==> src/rtl/link_stat_pkg.sv <==
// link_stat_pkg: shared snapshot layout, FSM encoding and pack/unpack helpers.
// The CDC consumer uses the same helpers so both ends decode snap_data identically.
package link_stat_pkg;
    localparam int N_CNT  = 4;
    localparam int CNT_W  = 16;
    localparam int SEQ_W  = 8;
    localparam int SNAP_W = SEQ_W + N_CNT * CNT_W;

    typedef enum logic [1:0] {EMPTY, FULL, FULL_PEND} snap_state_t;

    typedef struct packed {
        logic [SEQ_W-1:0]            seq;
        logic [N_CNT-1:0][CNT_W-1:0] cnt;
    } snap_t;

    function automatic logic [SNAP_W-1:0] pack_snap(input logic [SEQ_W-1:0] seq,
                                                    input logic [N_CNT-1:0][CNT_W-1:0] cnt);
        return {seq, cnt};
    endfunction

    function automatic snap_t unpack_snap(input logic [SNAP_W-1:0] d);
        return snap_t'(d);
    endfunction
endpackage

==> src/rtl/link_stat_snapshot_sat_counter.sv <==
// sat_counter: saturating up-counter with a load that restarts it at the current increment.
module sat_counter #(
    parameter int W = 16
) (
    input  logic         clk_in,
    input  logic         rst,
    input  logic         inc,
    input  logic         clr_load,
    output logic [W-1:0] q
);
    always_ff @(posedge clk_in or posedge rst)
        if (rst) q <= '0;
        else if (clr_load) q <= {{(W-1){1'b0}}, inc};
        else if (inc && q != '1) q <= q + 1'b1;
endmodule

==> src/rtl/link_stat_snapshot.sv <==
// link_stat_snapshot: lossless event counting with periodic/forced sequence-numbered
// snapshots presented on a valid/ready interface towards the stats CDC.
module link_stat_snapshot #(
    parameter int N_CNT    = 4,
    parameter int CNT_W    = 16,
    parameter int SEQ_W    = 8,
    parameter int PERIOD_W = 20
) (
    input  logic                         clk_in,
    input  logic                         rst,
    input  logic [PERIOD_W-1:0]          period,
    input  logic [N_CNT-1:0]             evt,
    input  logic                         force_snap,
    output logic [SEQ_W+N_CNT*CNT_W-1:0] snap_data,
    output logic                         snap_vld,
    input  logic                         snap_rdy,
    output logic [7:0]                   miss_cnt
);
    import link_stat_pkg::*;

    logic [N_CNT-1:0][CNT_W-1:0] cnt;
    logic [PERIOD_W-1:0]         timer, period_q;
    logic [SEQ_W-1:0]            seq;
    snap_state_t                 state, state_nxt;
    logic                        tick, req, acc, capture, miss;

    assign tick     = period != '0 && timer == period - 1'b1;
    assign req      = tick | force_snap;
    assign acc      = snap_vld & snap_rdy;
    assign capture  = (req | state == FULL_PEND) & (state == EMPTY | acc);
    assign miss     = state == FULL_PEND & req & ~acc;
    assign snap_vld = state != EMPTY;

    always_comb
        state_nxt = capture ? FULL : acc ? EMPTY : (state == FULL && req) ? FULL_PEND : state;

    // Capture samples counters before this cycle's increments; the counters reload with evt.
    always_ff @(posedge clk_in or posedge rst)
        if (rst) begin
            state     <= EMPTY;
            seq       <= '0;
            snap_data <= '0;
            timer     <= '0;
            period_q  <= '0;
        end else begin
            state    <= state_nxt;
            period_q <= period;
            timer    <= (period != period_q || tick || period == '0) ? '0 : timer + 1'b1;
            if (capture) begin
                snap_data <= {seq, cnt};
                seq       <= seq + 1'b1;
            end
        end

    for (genvar i = 0; i < N_CNT; i++) begin : g_cnt
        sat_counter #(.W(CNT_W)) u_cnt (
            .clk_in  (clk_in),
            .rst     (rst),
            .inc     (evt[i]),
            .clr_load(capture),
            .q       (cnt[i])
        );
    end

    sat_counter #(.W(8)) u_miss (
        .clk_in  (clk_in),
        .rst     (rst),
        .inc     (miss),
        .clr_load(1'b0),
        .q       (miss_cnt)
    );
endmodule

==> config.mk <==
export PLATFORM = sky130hd
export DESIGN_NAME = link_stat_snapshot
export DESIGN_NICKNAME = d
export VERILOG_FILES = /design/src/rtl/link_stat_pkg.sv /design/src/rtl/link_stat_snapshot_sat_counter.sv /design/src/rtl/link_stat_snapshot.sv
export SDC_FILE = /design/constraint.sdc
export NUM_CORES = 1
export LEC_CHECK = 0
export ABC_AREA = 1
export BUFFER_PORTS_ARGS = -buffer_cell sky130_fd_sc_hd__buf_2
export CAP_MARGIN = 20
export CORE_MARGIN = 5
export CORE_UTILIZATION = 25
export DETAILED_ROUTE_END_ITERATION = 8
export SLEW_MARGIN = 30
export SYNTH_ARGS = -nofsm -noshare
export SYNTH_HDL_FRONTEND = slang
export SYNTH_SLANG_ARGS = --single-unit
==> constraint.sdc <==
create_clock -name clk_in -period 8.1 [get_ports clk_in]
set_clock_uncertainty 0.2 [all_clocks]
set_input_delay 0.405 -clock clk_in [delete_from_list [all_inputs] [get_ports clk_in]]
set_output_delay 0.405 -clock clk_in [all_outputs]
set_load 0.05 [all_outputs]
After elaboration in Yosys (flattened, before gate mapping)
Index checks and enable logic that the tools add are counted.
{"block": "op_classes", "add_sub_neg": 8, "eq_ne": 9, "n_mux": 12, "bitwise_logic": 8, "n_reduce_logical": 18}
{"operator": "$mux W16", "n": 8}
{"operator": "$add A16 B1 Y16 const B", "n": 4}
{"operator": "$ne A16 B16 Y1 const B", "n": 4}
{"operator": "$add A20 B1 Y20 const B", "n": 1}
{"operator": "$eq A20 B20 Y1", "n": 1}
{"operator": "$logic_not A20 Y1", "n": 1}
{"operator": "$mux W20", "n": 1}
{"operator": "$ne A20 B20 Y1", "n": 1}
{"operator": "$reduce_bool A20 Y1", "n": 1}
{"operator": "$sub A20 B1 Y20 const B", "n": 1}
{"operator": "$add A8 B1 Y8 const B", "n": 2}
{"operator": "$reduce_bool A2 Y1", "n": 5}
{"operator": "$ne A8 B8 Y1 const B", "n": 1}
{"operator": "$logic_and A1 B1 Y1", "n": 7}
{"operator": "$mux W2", "n": 3}
{"operator": "$and A1 B1 Y1", "n": 4}
{"operator": "$or A1 B1 Y1", "n": 3}
{"operator": "$reduce_bool A3 Y1", "n": 1}
{"operator": "$eq A2 B1 Y1 const B", "n": 1}
{"operator": "$eq A2 B2 Y1 const B", "n": 1}
{"operator": "$logic_not A2 Y1", "n": 1}
{"operator": "$logic_or A1 B1 Y1", "n": 2}
{"operator": "$not A1 Y1", "n": 1}
{"block": "totals", "regBits": 194, "inputBits": 28, "wordCells": 65}

Longest topological paths before layout
Gate-level depths: netlist of the first run.
{"block": "depth", "depth_word": 8, "mapped_depth": 20}

Cells and area by module
Synthesis of the first run repeated with hierarchy kept, for this count alone.
{"block": "unflattened", "hier_cells": 1445, "area_unflattened_um2": 10711.5}
{"module": "link_stat_snapshot", "instances": 1, "cells_per_inst": 743, "area_each_um2": 5950.7, "seq_area_each_um2": 3052.9}
{"module": "sat_counter (g_cnt[0].u_cnt ...)", "instances": 4, "cells_per_inst": 158, "area_each_um2": 1066.0, "seq_area_each_um2": 400.4}
{"module": "sat_counter (u_miss)", "instances": 1, "cells_per_inst": 70, "area_each_um2": 496.7, "seq_area_each_um2": 200.2}

Least setup slack after synthesis of the first run
OpenSTA, ideal clock, no wires.
{"block": "synth_timing", "path_type": "in2reg", "from": "in period[0]", "to": "reg snap_data[63]", "arrival_ns": 2.172, "required_time_ns": 7.779, "slack_ns": 5.607, "stages": 17, "path_buffers": 2, "cell_sequence": "inv_2 ha_1 nand3_2 nor2_4 nand2_2 nand2_1 nand2_1 a21oi_1 nand3_1 nor2_1 nand2_2 nand3_4 nand2_4 buf_8 buf_6 nand2_2 o21ai_2"}
{"block": "synth_between", "elab_chain_len": 6, "word_cells_on_any_way": 7}
{"element": "start: declaration", "line_no": "link_stat_snapshot.sv:11", "text": "input logic [PERIOD_W-1:0] period,"}
{"element": "$sub A20 B1 Y20", "line_no": "link_stat_snapshot.sv:27", "text": "assign tick = period != '0 && timer == period - 1'b1;"}
{"element": "$eq A20 B20 Y1", "line_no": "link_stat_snapshot.sv:27"}
{"element": "$logic_and A1 B1 Y1 (*)", "line_no": "link_stat_snapshot.sv:27"}
{"element": "$or A1 B1 Y1 (*)", "line_no": "link_stat_snapshot.sv:28", "text": "assign req = tick | force_snap;"}
{"element": "$or A1 B1 Y1 (*)", "line_no": "link_stat_snapshot.sv:30", "text": "assign capture = (req | state == FULL_PEND) & (state == EMPTY | acc);"}
{"element": "$and A1 B1 Y1 (*)", "line_no": "link_stat_snapshot.sv:30"}
{"element": "end signal: assignment", "line_no": "link_stat_snapshot.sv:50", "text": "snap_data <= {seq, cnt};"}
{"element": "end: declaration", "line_no": "link_stat_snapshot.sv:14", "text": "output logic [SEQ_W+N_CNT*CNT_W-1:0] snap_data,"}
Mark *: on every way between the ends. The rest lies on a longest branch, timed or not.
A chain may end at the register's enable or synchronous reset.

Final worst setup path of the first run
{"block": "layout_timing", "from": "in period[0]", "to": "reg snap_data[54]"}
Same word-level chain as after synthesis.

==> results of run 1 <==
-- where the power goes --
group,internal [W],leakage [nW],switching (W)
logic,0.000138,2.44,0.000379
clock network,0.000407,0.272,0.000419
registers,0.00104,2.61,0.0000654
-- cell usage after synthesis (all sizes together) --
master / number / area share
nor2: 155 / 0.064
ha: 8 / 0.010
nand4: 15 / 0.0098
a21oi: 5 / 0.0026
a31o: 1 / 0.00091
a22oi: 4 / 0.0031
nand3b: 8 / 0.0063
nor4: 13 / 0.0085
and2: 2 / 0.0013
o21ai: 84 / 0.050
or2: 4 / 0.0026
nor3: 27 / 0.014
a31oi: 1 / 0.00065
dfrtp: 194 / 0.51
o211ai: 1 / 0.00078
nand2: 320 / 0.13
nor3b: 4 / 0.0031
o21bai: 3 / 0.0023
buf: 20 / 0.018
o22ai: 1 / 0.00065
xnor2: 24 / 0.022
inv: 129 / 0.050
clkbuf: 7 / 0.0027
xor2: 63 / 0.058
nand3: 54 / 0.030
and3b: 2 / 0.0018
-- metal layers --
metal  vias up  share of wire
li1       3865              -
met1      3516           0.46
met2        85           0.48
met3        30          0.028
met4         0          0.024
met5         -              0
-- how the worst max path moves through the flow --
stage / endpoint / slack [ns] / depth (start not counted)
after floorplan: g_cnt[0].u_cnt.q[0] / 2.21 / 1
after global placement: g_cnt[3].u_cnt.q[5] / 3.70 / 17
after detailed placement: snap_data[54] / 3.65 / 18
after CTS: snap_data[54] / 3.58 / 19
after global routing: g_cnt[3].u_cnt.q[0] / 3.68 / 19
final: snap_data[54] / 4.17 / 19
-- layout make-up --
cell class	instances	area [sq um]	share of cell area
Clock inverter	15	148	0.0129
Tap cell	511	639	0.0559
Clock buffer	17	425	0.0372
Antenna cell	1	2.50	0.000219
Timing Repair Buffer	134	817	0.0714
Sequential cell	194	4850	0.424
Multi-Input combinational cell	799	4060	0.355
Inverter	129	492	0.0430
-- registers in the layout (all words and copies together), names as in the netlist --
name / cells
g_cnt.u_cnt.q: 64
period_q: 20
seq: 8
snap_data: 72
state: 2
timer: 20
u_miss.q: 8
-- kinds of logic after synthesis --
kind of cell               count (synthesis)  share of synthesized area
and+or+nand+nor                          604                      0.272
DFF                                      194                      0.506
buffers and inverters                    156                     0.0715
AOI/OAI and AO/OA                        100                     0.0608
xor gates and xnor gates                  87                     0.0795
adders and majority gates                  8                     0.0104
-- per-stage QoR --
stage / instances / setup WS [ns] / util / hold WS [ns] / total power [W]
after global routing: 1800 / 3.68 / 0.303 / 0.0632 / 0.00258
after detailed placement: 1743 / 3.65 / 0.281 / 0.262 / 0.00164
after CTS: 1798 / 3.58 / 0.302 / 0.0252 / 0.00250
final: 1800 / 4.17 / 0.303 / 0.0451 / 0.00245
after floorplan: 1149 / 2.21 / - / 0.236 / 0.00152
after global placement: 1743 / 3.70 / 0.281 / 0.264 / 0.00164
-- critical path, stage by stage --
cell and delay (ns):
sky130_fd_sc_hd__dlygate4sd3_1 0.53, sky130_fd_sc_hd__buf_2 0.15, sky130_fd_sc_hd__inv_2 0.08, sky130_fd_sc_hd__ha_1 0.24
sky130_fd_sc_hd__nand3_2 0.16, sky130_fd_sc_hd__nor2_4 0.24, sky130_fd_sc_hd__nand2_1 0.10, sky130_fd_sc_hd__nand3_1 0.09
sky130_fd_sc_hd__nand2_1 0.05, sky130_fd_sc_hd__nor2_1 0.11, sky130_fd_sc_hd__nand3_1 0.08, sky130_fd_sc_hd__nor2_1 0.12
sky130_fd_sc_hd__nand2_2 0.12, sky130_fd_sc_hd__nand3_4 0.18, sky130_fd_sc_hd__nand2_8 0.24, sky130_fd_sc_hd__inv_2 0.56
sky130_fd_sc_hd__buf_4 0.46, sky130_fd_sc_hd__nand2_1 0.10, sky130_fd_sc_hd__nand2_1 0.07
-- timing repair --
| action | in CTS | in global routing |
|---|---|---|
| setup buffers | 0 | 0 |
| endpoints found under the hold margin | 138 | 0 |
| hold buffers | 23 | 0 |
==> flow_metrics.env, run 1 <==
export IMPL_cts_repair_resized=0
export IMPL_die_x_microns=206
export IMPL_drt_antenna_violating_nets=0
export IMPL_die_height_microns=206
export IMPL_worst_setup_hold_path_clk_slew_ns=0.08
export IMPL_drt_initial_drc_count=331
export IMPL_routing_layer_with_the_top_usage_in_global_route="met2"
export IMPL_cts_max_path_buffers=2
export IMPL_total_number_of_yosys_warnings=0
export IMPL_setup_viol=0
export IMPL_grt_util_met1=0.137
export IMPL_route_detailed_wl_per_inst_microns=12.6
export IMPL_avgSynthCellArea_sq_um=8.35
export IMPL_detailed_place_hpwl_microns=16300
export IMPL_root_buffer="sky130_fd_sc_hd__clkbuf_16"
export IMPL_clkSinkCount=194
export IMPL_std_cell_rows=71
export IMPL_synth_cell_types=39
export IMPL_ys_seq_area_frac=0.506
export IMPL_timing_setup_tns_ns=0
export IMPL_cts_tree="built"
export IMPL_crit_reg2reg_capture="snap_data[54]"
export IMPL_startpoint_types="input port"
export IMPL_power_density_cell_area_nw_per_um2=215
export IMPL_gr_total_overflow=0
export IMPL_hold_path_startpoint="evt[2]"
export IMPL_fill_cells=4007
export IMPL_min_delay_worst_endpoint="g_cnt[2].u_cnt.q[0]"
export IMPL_maximum_fanout_along_the_worst_path=51
export IMPL_worst_setup_path_startpoint="period[0]"
export IMPL_max_cap_violations=0
export IMPL_core_sq_um=37800
export IMPL_final_cell_mix="sky130_fd_sc_hd__nand2_1 (305), sky130_fd_sc_hd__dfrtp_1 (194), sky130_fd_sc_hd__nor2_1 (148), sky130_fd_sc_hd__inv_1 (123), sky130_fd_sc_hd__buf_2 (108)"
export IMPL_post_route_cells_drive_above_1_share=0.150
export IMPL_rsz0062_at_grt="false"
export IMPL_gp_congestion=0.840
export IMPL_netlist_area_sq_um=9590
export IMPL_crit_arrival_ns=4.12
export IMPL_holdCritPathClass="input port to flop"
export IMPL_clk_latency_ns=0.45
export IMPL_first_global_vias=7512
export IMPL_placedInstanceArea_sq_um=10600
export IMPL_final_hold_viol_count=0
export IMPL_layout_worst_path_cycle_share=0.486
export IMPL_min_path_cells=3
export IMPL_timing_reg2reg_setup_slack_ns=4.81
export IMPL_htree_num_levels=4
export IMPL_drtPass1Iterations=4
export IMPL_via_count=7496
export IMPL_max_slew_margin_rel=0.406
export IMPL_cp_required_ns=8.29
export IMPL_port_buffer_count=108
export IMPL_regToRegStartpoint="timer[0]"
export IMPL_tightestPinTransition_ns=0.891
export IMPL_grt_antenna_before_repair=1
export IMPL_grt_start_max_net_pins=153
export IMPL_groute_usage_overall=0.110
export IMPL_synthToLayoutAreaGrowth_pct=19.3
export IMPL_max_freq_ghz=0.254
export IMPL_drt_wl_total_microns=22700
export IMPL_viasPerCell=4.16
export IMPL_final_cell_area_sq_um=11400
export IMPL_worst_r2r_cell_count=18
export IMPL_cellLeakagePower_nw=5.32
export IMPL_die_area_sq_um=42400
export IMPL_pin_count=109
export IMPL_final_period_minus_worst_setup_slack_ns=3.93
export IMPL_met2_usage=0.189
export IMPL_grt_pass1_wl_microns=37600
export IMPL_setup_worst_path_end_class="flop"
export IMPL_use_met3=0.0237
export IMPL_postSynthRegisterBits=194
export IMPL_net_count_of_the_finished_layout=1311
export IMPL_worstSetupPathType="input port to flop"
export IMPL_synth_cells=1149
export IMPL_run_status="finished clean"
export IMPL_drc=0
export IMPL_final_common_cell="sky130_fd_sc_hd__nand2_1"
export IMPL_vdd_ir_drop_worst_mv=0.156
export IMPL_synth_nets=1185
export IMPL_report_final_slew_viol_count=0
export IMPL_cts_buffers=17
export IMPL_initial_standard_cell_utilization_of_the_core=0.254
Power figures use the tool's default switching activity.
==> inputs of run 2 (changes only) <==
Clock period 8.1 ns to 3.2 ns, I/O delays scaled along.
==> flow_metrics.env, run 2 (synthesis results as in run 1) <==
export IMPL_timing_setup_tns_ns=0
export IMPL_largest_register_ffs=72
export IMPL_detailed_place_hpwl_microns=16600
export IMPL_clk_pwr_share=0.329
export IMPL_crit_arrival_ns=3.05
export IMPL_cell_internal_pwr_w=0.00404
export IMPL_fill_cells=3969
export IMPL_drt_antenna_violating_nets=0
export IMPL_cts_tree="built"
export IMPL_final_core_util=0.307
export IMPL_grt_start_max_net_pins=89
export IMPL_max_freq_ghz=0.342
export IMPL_core_sq_um=37800
export IMPL_gr_total_overflow=0
export IMPL_maximum_fanout_along_the_worst_path=9
export IMPL_vdd_ir_drop_worst_mv=0.361
export IMPL_drt_wl_total_microns=23100
export IMPL_power_density_cell_area_nw_per_um2=535
export IMPL_num_antenna_cells=0
export IMPL_grt_antenna_before_repair=0
export IMPL_root_buffer="sky130_fd_sc_hd__clkbuf_16"
export IMPL_final_cell_mix="sky130_fd_sc_hd__nand2_1 (305), sky130_fd_sc_hd__dfrtp_1 (194), sky130_fd_sc_hd__nor2_1 (148), sky130_fd_sc_hd__inv_1 (123), sky130_fd_sc_hd__buf_2 (108)"
export IMPL_power_switching_share=0.349
export IMPL_die_x_microns=206
export IMPL_cellLeakagePower_nw=5.40
export IMPL_grt_pass1_wl_microns=38100
export IMPL_timing_hold_ws_ns=0.0902
export IMPL_drc=0
export IMPL_first_global_vias=7488
export IMPL_die_height_microns=206
export IMPL_via_count=7602
export IMPL_cts_max_path_buffers=2
export IMPL_cts_buffers=17
export IMPL_net_count_of_the_finished_layout=1328
export IMPL_max_slew_margin_rel=0.665
export IMPL_tightestPinTransition_ns=0.499
export IMPL_final_period_minus_worst_setup_slack_ns=2.92
export IMPL_holdCritPathClass="input port to asynchronous set/reset pin"
export IMPL_setup_worst_path_end_class="flop"
export IMPL_port_buffer_count=108
export IMPL_route_detailed_wl_per_inst_microns=12.7
export IMPL_post_route_cells_drive_above_1_share=0.157
export IMPL_pin_count=109
export IMPL_max_cap_violations=0
export IMPL_initial_standard_cell_utilization_of_the_core=0.254
export IMPL_seqPwrFrac=0.453
export IMPL_worstSetupPathType="input port to flop"
export IMPL_std_cell_rows=71
export IMPL_clkSinkCount=194
export IMPL_layout_worst_path_cycle_share=0.912
export IMPL_final_cell_area_sq_um=11600
export IMPL_die_area_sq_um=42400
export IMPL_place_inst=1755
export IMPL_viasPerCell=4.19
export IMPL_pwr_share_comb=0.218
export IMPL_run_status="finished clean"
export IMPL_htree_num_levels=4
export IMPL_final_common_cell="sky130_fd_sc_hd__nand2_1"
export IMPL_top_register_by_number_of_flip_flops="snap_data"
export IMPL_startpoint_types="input port"
export IMPL_instances_no_fill=1816
export IMPL_synthToLayoutAreaGrowth_pct=21.0
export IMPL_gp_congestion=0.881
export IMPL_clk_latency_ns=0.44
export IMPL_drt_initial_drc_count=373
export IMPL_groute_usage_overall=0.111
export IMPL_worst_setup_hold_path_clk_slew_ns=0.08
export IMPL_placedInstanceArea_sq_um=10700
export IMPL_reg_largest_list="snap_data x72, g_cnt.u_cnt.q x64"
export IMPL_switching_power_w=0.00216
export IMPL_drtPass1Iterations=5
export IMPL_report_final_slew_viol_count=0
export IMPL_setup_viol=0
export IMPL_final_hold_viol_count=0
export IMPL_rsz0062_at_grt="false"
export IMPL_cp_required_ns=3.33
-- run 2: cell count changes in the layout (fill, tap and decap cells not counted), sizes merged --
cell	delta
clkinvlp	+2
diode	-1
clkinv	-4
buf	+12
inv	+2
dlygate4sd3	+5
-- run 2: path summary, 6_finish.rpt --
path	startpoint	end	slack (ns)	depth (start not counted)
min in group clk_in	period[19]	period_q[19]	0.24	2
setup / recovery	period[0]	state[0]	0.28	18
hold reg to reg	seq[7]	seq[7]	0.28	2
max in group asynchronous	rst	g_cnt[3].u_cnt.q[3]	1.89	5
hold / removal	rst	u_miss.q[5]	0.09	3
setup reg to reg	timer[0]	state[0]	0.67	17
-- run 2: cell type report --
type                    count  area, sq um  share of cell area
flip-flops and latches    194         4850               0.418
inverters                 129          488              0.0421
well taps                 511          639              0.0551
clock buffers              17          425              0.0367
clock inverters            15          124              0.0107
multi-input cells         799         4060               0.350
repair buffers            151         1010              0.0871
-- run 2: critical path: stages --
cell                            delay [ns]
sky130_fd_sc_hd__dlygate4sd3_1        0.53
sky130_fd_sc_hd__buf_2                0.16
sky130_fd_sc_hd__inv_2                0.08
sky130_fd_sc_hd__ha_1                 0.22
sky130_fd_sc_hd__nand3_2              0.15
sky130_fd_sc_hd__nor2_4               0.24
sky130_fd_sc_hd__nand3_1              0.10
sky130_fd_sc_hd__nand2_1              0.08
sky130_fd_sc_hd__nand2_1              0.05
sky130_fd_sc_hd__nor2_1               0.10
sky130_fd_sc_hd__nand3_1              0.09
sky130_fd_sc_hd__nor2_1               0.14
sky130_fd_sc_hd__nand2_2              0.11
sky130_fd_sc_hd__nand2_1              0.12
sky130_fd_sc_hd__nand2_1              0.06
sky130_fd_sc_hd__nand3_1              0.06
sky130_fd_sc_hd__dlygate4sd3_1        0.55
sky130_fd_sc_hd__nand2_1              0.05
-- run 2: timing repair --
item | 4_1_cts | 5_1_grt
resized for setup | 0 | 2
hold buffers | 28 | 0
hold endpoints to repair | 63 | 0
buffers inserted | 0 | 0
endpoints found under the setup margin | 0 | 3
-- run 2: per-layer routing --
metal  wire length, microns  GRT usage
met5                      0          0
met4                    214     0.0245
met2                  11400      0.195
met1                  10500      0.138
met3                    918     0.0306
-- run 2: power groups by stage --
| stage | clock [W] | combinational, W | sequential, W |
|---|---|---|---|
| final | 0.00204 | 0.00135 | 0.00281 |
| after global routing | 0.00224 | 0.00147 | 0.00284 |
| after CTS | 0.00214 | 0.00137 | 0.00281 |
| after detailed placement | 0 | 0.00134 | 0.00285 |
| after global placement | 0 | 0.00132 | 0.00285 |
| after floorplan | 0 | 0.000617 | 0.00323 |
-- run 2: through the flow --
step                setup slack, ns  power [W]
global placement              0.421    0.00417
CTS                           0.267    0.00631
global route                 0.0262    0.00655
finish                        0.280    0.00620
floorplan                     0.336    0.00385
detailed placement            0.336    0.00419
==> inputs of run 3 (changes only) <==
Settings changed: CORE_ASPECT_RATIO from default to 0.5.
==> flow_metrics.env, run 3 (synthesis results as in run 1) <==
export IMPL_power_density_cell_area_nw_per_um2=535
export IMPL_final_cell_mix="sky130_fd_sc_hd__nand2_1 (305), sky130_fd_sc_hd__dfrtp_1 (194), sky130_fd_sc_hd__nor2_1 (148), sky130_fd_sc_hd__inv_1 (123), sky130_fd_sc_hd__buf_2 (108)"
export IMPL_placedInstanceArea_sq_um=10700
export IMPL_grt_antenna_before_repair=0
export IMPL_die_area_sq_um=42600
export IMPL_detailed_place_hpwl_microns=15900
export IMPL_net_count_of_the_finished_layout=1322
export IMPL_num_antenna_cells=0
export IMPL_via_count=7548
export IMPL_maximum_fanout_along_the_worst_path=55
export IMPL_worstSetupPathType="input port to flop"
export IMPL_largest_register_ffs=72
export IMPL_die_height_microns=148
export IMPL_die_x_microns=287
export IMPL_setup_viol=0
export IMPL_drt_wl_total_microns=22000
export IMPL_reg_largest_list="snap_data x72, g_cnt.u_cnt.q x64"
export IMPL_drtPass1Iterations=5
export IMPL_cts_tree="built"
export IMPL_htree_num_levels=4
export IMPL_max_freq_ghz=0.344
export IMPL_timing_setup_tns_ns=0
export IMPL_layout_worst_path_cycle_share=0.909
export IMPL_viasPerCell=4.15
export IMPL_vdd_ir_drop_worst_mv=0.352
export IMPL_rsz0062_at_grt="false"
export IMPL_grt_pass1_wl_microns=36600
export IMPL_cts_max_path_buffers=2
export IMPL_drc=0
export IMPL_crit_arrival_ns=3.08
export IMPL_final_cell_area_sq_um=11600
export IMPL_port_buffer_count=108
export IMPL_setup_worst_path_end_class="flop"
export IMPL_final_common_cell="sky130_fd_sc_hd__nand2_1"
export IMPL_final_period_minus_worst_setup_slack_ns=2.91
export IMPL_run_status="finished clean"
export IMPL_report_final_slew_viol_count=0
export IMPL_worst_setup_hold_path_clk_slew_ns=0.07
export IMPL_clk_latency_ns=0.44
export IMPL_core_sq_um=37700
export IMPL_holdCritPathClass="input port to asynchronous set/reset pin"
export IMPL_gp_congestion=0.838
export IMPL_post_cts_buffers=0
export IMPL_tightestPinTransition_ns=0.573
export IMPL_root_buffer="sky130_fd_sc_hd__clkbuf_16"
export IMPL_groute_usage_overall=0.104
export IMPL_drt_antenna_violating_nets=0
export IMPL_grt_start_max_net_pins=58
export IMPL_cts_buffers=17
export IMPL_cp_required_ns=3.37
export IMPL_first_global_vias=7367
export IMPL_post_route_cells_drive_above_1_share=0.153
export IMPL_std_cell_rows=50
export IMPL_top_register_by_number_of_flip_flops="snap_data"
export IMPL_clkSinkCount=194
export IMPL_max_slew_margin_rel=0.617
export IMPL_startpoint_types="input port"
export IMPL_route_detailed_wl_per_inst_microns=12.1
export IMPL_drt_initial_drc_count=373
export IMPL_max_cap_violations=0
export IMPL_pin_count=109
export IMPL_cellLeakagePower_nw=5.38
export IMPL_synthToLayoutAreaGrowth_pct=20.8
export IMPL_gr_total_overflow=0
export IMPL_initial_standard_cell_utilization_of_the_core=0.255
export IMPL_final_hold_viol_count=0
==> run 3: worst max-delay path, stage by stage <==
cell and delay [ns]:
sky130_fd_sc_hd__dlygate4sd3_1 0.53, sky130_fd_sc_hd__buf_2 0.16, sky130_fd_sc_hd__inv_2 0.08, sky130_fd_sc_hd__ha_1 0.23, sky130_fd_sc_hd__nand3_2 0.16, sky130_fd_sc_hd__nor2_4 0.24, sky130_fd_sc_hd__nand2_2 0.09, sky130_fd_sc_hd__nand2_1 0.06
sky130_fd_sc_hd__nand2_1 0.06, sky130_fd_sc_hd__a21oi_1 0.13, sky130_fd_sc_hd__nand3_1 0.09, sky130_fd_sc_hd__nor2_1 0.15, sky130_fd_sc_hd__nand2_2 0.11, sky130_fd_sc_hd__nand3_4 0.18, sky130_fd_sc_hd__nand2_8 0.10, sky130_fd_sc_hd__inv_2 0.10
sky130_fd_sc_hd__buf_12 0.25, sky130_fd_sc_hd__nand2_1 0.09, sky130_fd_sc_hd__nand2_1 0.07
==> run 3: final cells by class <==
cell class              instances  area (sq um)
multi-input cells             799          4060
clock buffers                  18           429
fillers                      4015         26100
clock inverters                13           129
well taps                     520           651
repair buffers                145           977
inverters                     129           488
flip-flops and latches        194          4850
==> run 3: layer usage <==
| layer | wire length, microns | global-route usage | vias up |
|---|---|---|---|
| met5 | 0 | 0 | - |
| met4 | 306 | 0.0299 | 0 |
| met3 | 644 | 0.0230 | 25 |
| met2 | 11400 | 0.190 | 83 |
| met1 | 9700 | 0.124 | 3562 |
| li1 | - | - | 3878 |
==> run 3: worst paths after layout <==
path | startpoint | to | slack, ns | cells past startpoint
worst max-delay path | period[0] | seq[6] | 0.29 | 19
worst min-delay path | rst | period_q[0] | 0.08 | 3
worst max register to register | timer[0] | timer[18] | 0.72 | 11
worst min register to register | seq[7] | seq[7] | 0.28 | 2
max in group asynchronous | rst | snap_data[39] | 1.89 | 5
min in group clk_in | period[3] | period_q[3] | 0.24 | 2
==> run 3: repair_timing <==
action,4_1_cts,5_1_grt
gates resized for setup,0,1
hold endpoints to repair,68,0
setup endpoints to repair,0,1
hold buffers,27,0
==> run 3: where the power goes <==
group          internal, W  switching (W)  leakage (nW)
clock network      0.00102        0.00102         0.267
registers          0.00264       0.000186          2.61
logic             0.000374       0.000958          2.50
==> run 3: through the flow <==
| stage | utilization | setup slack (ns) | instances | total power, W | hold WS [ns] |
|---|---|---|---|---|---|
| finish | 0.308 | 0.291 | 1818 | 0.00620 | 0.0779 |
| global route | 0.308 | 0.0362 | 1818 | 0.00652 | 0.106 |
| CTS | 0.307 | 0.287 | 1817 | 0.00630 | 0.212 |
| detailed placement | 0.285 | 0.372 | 1759 | 0.00420 | 0.137 |
| global placement | 0.285 | 0.448 | 1759 | 0.00419 | 0.131 |
| floorplan | - | 0.336 | 1149 | 0.00385 | -0.00857 |
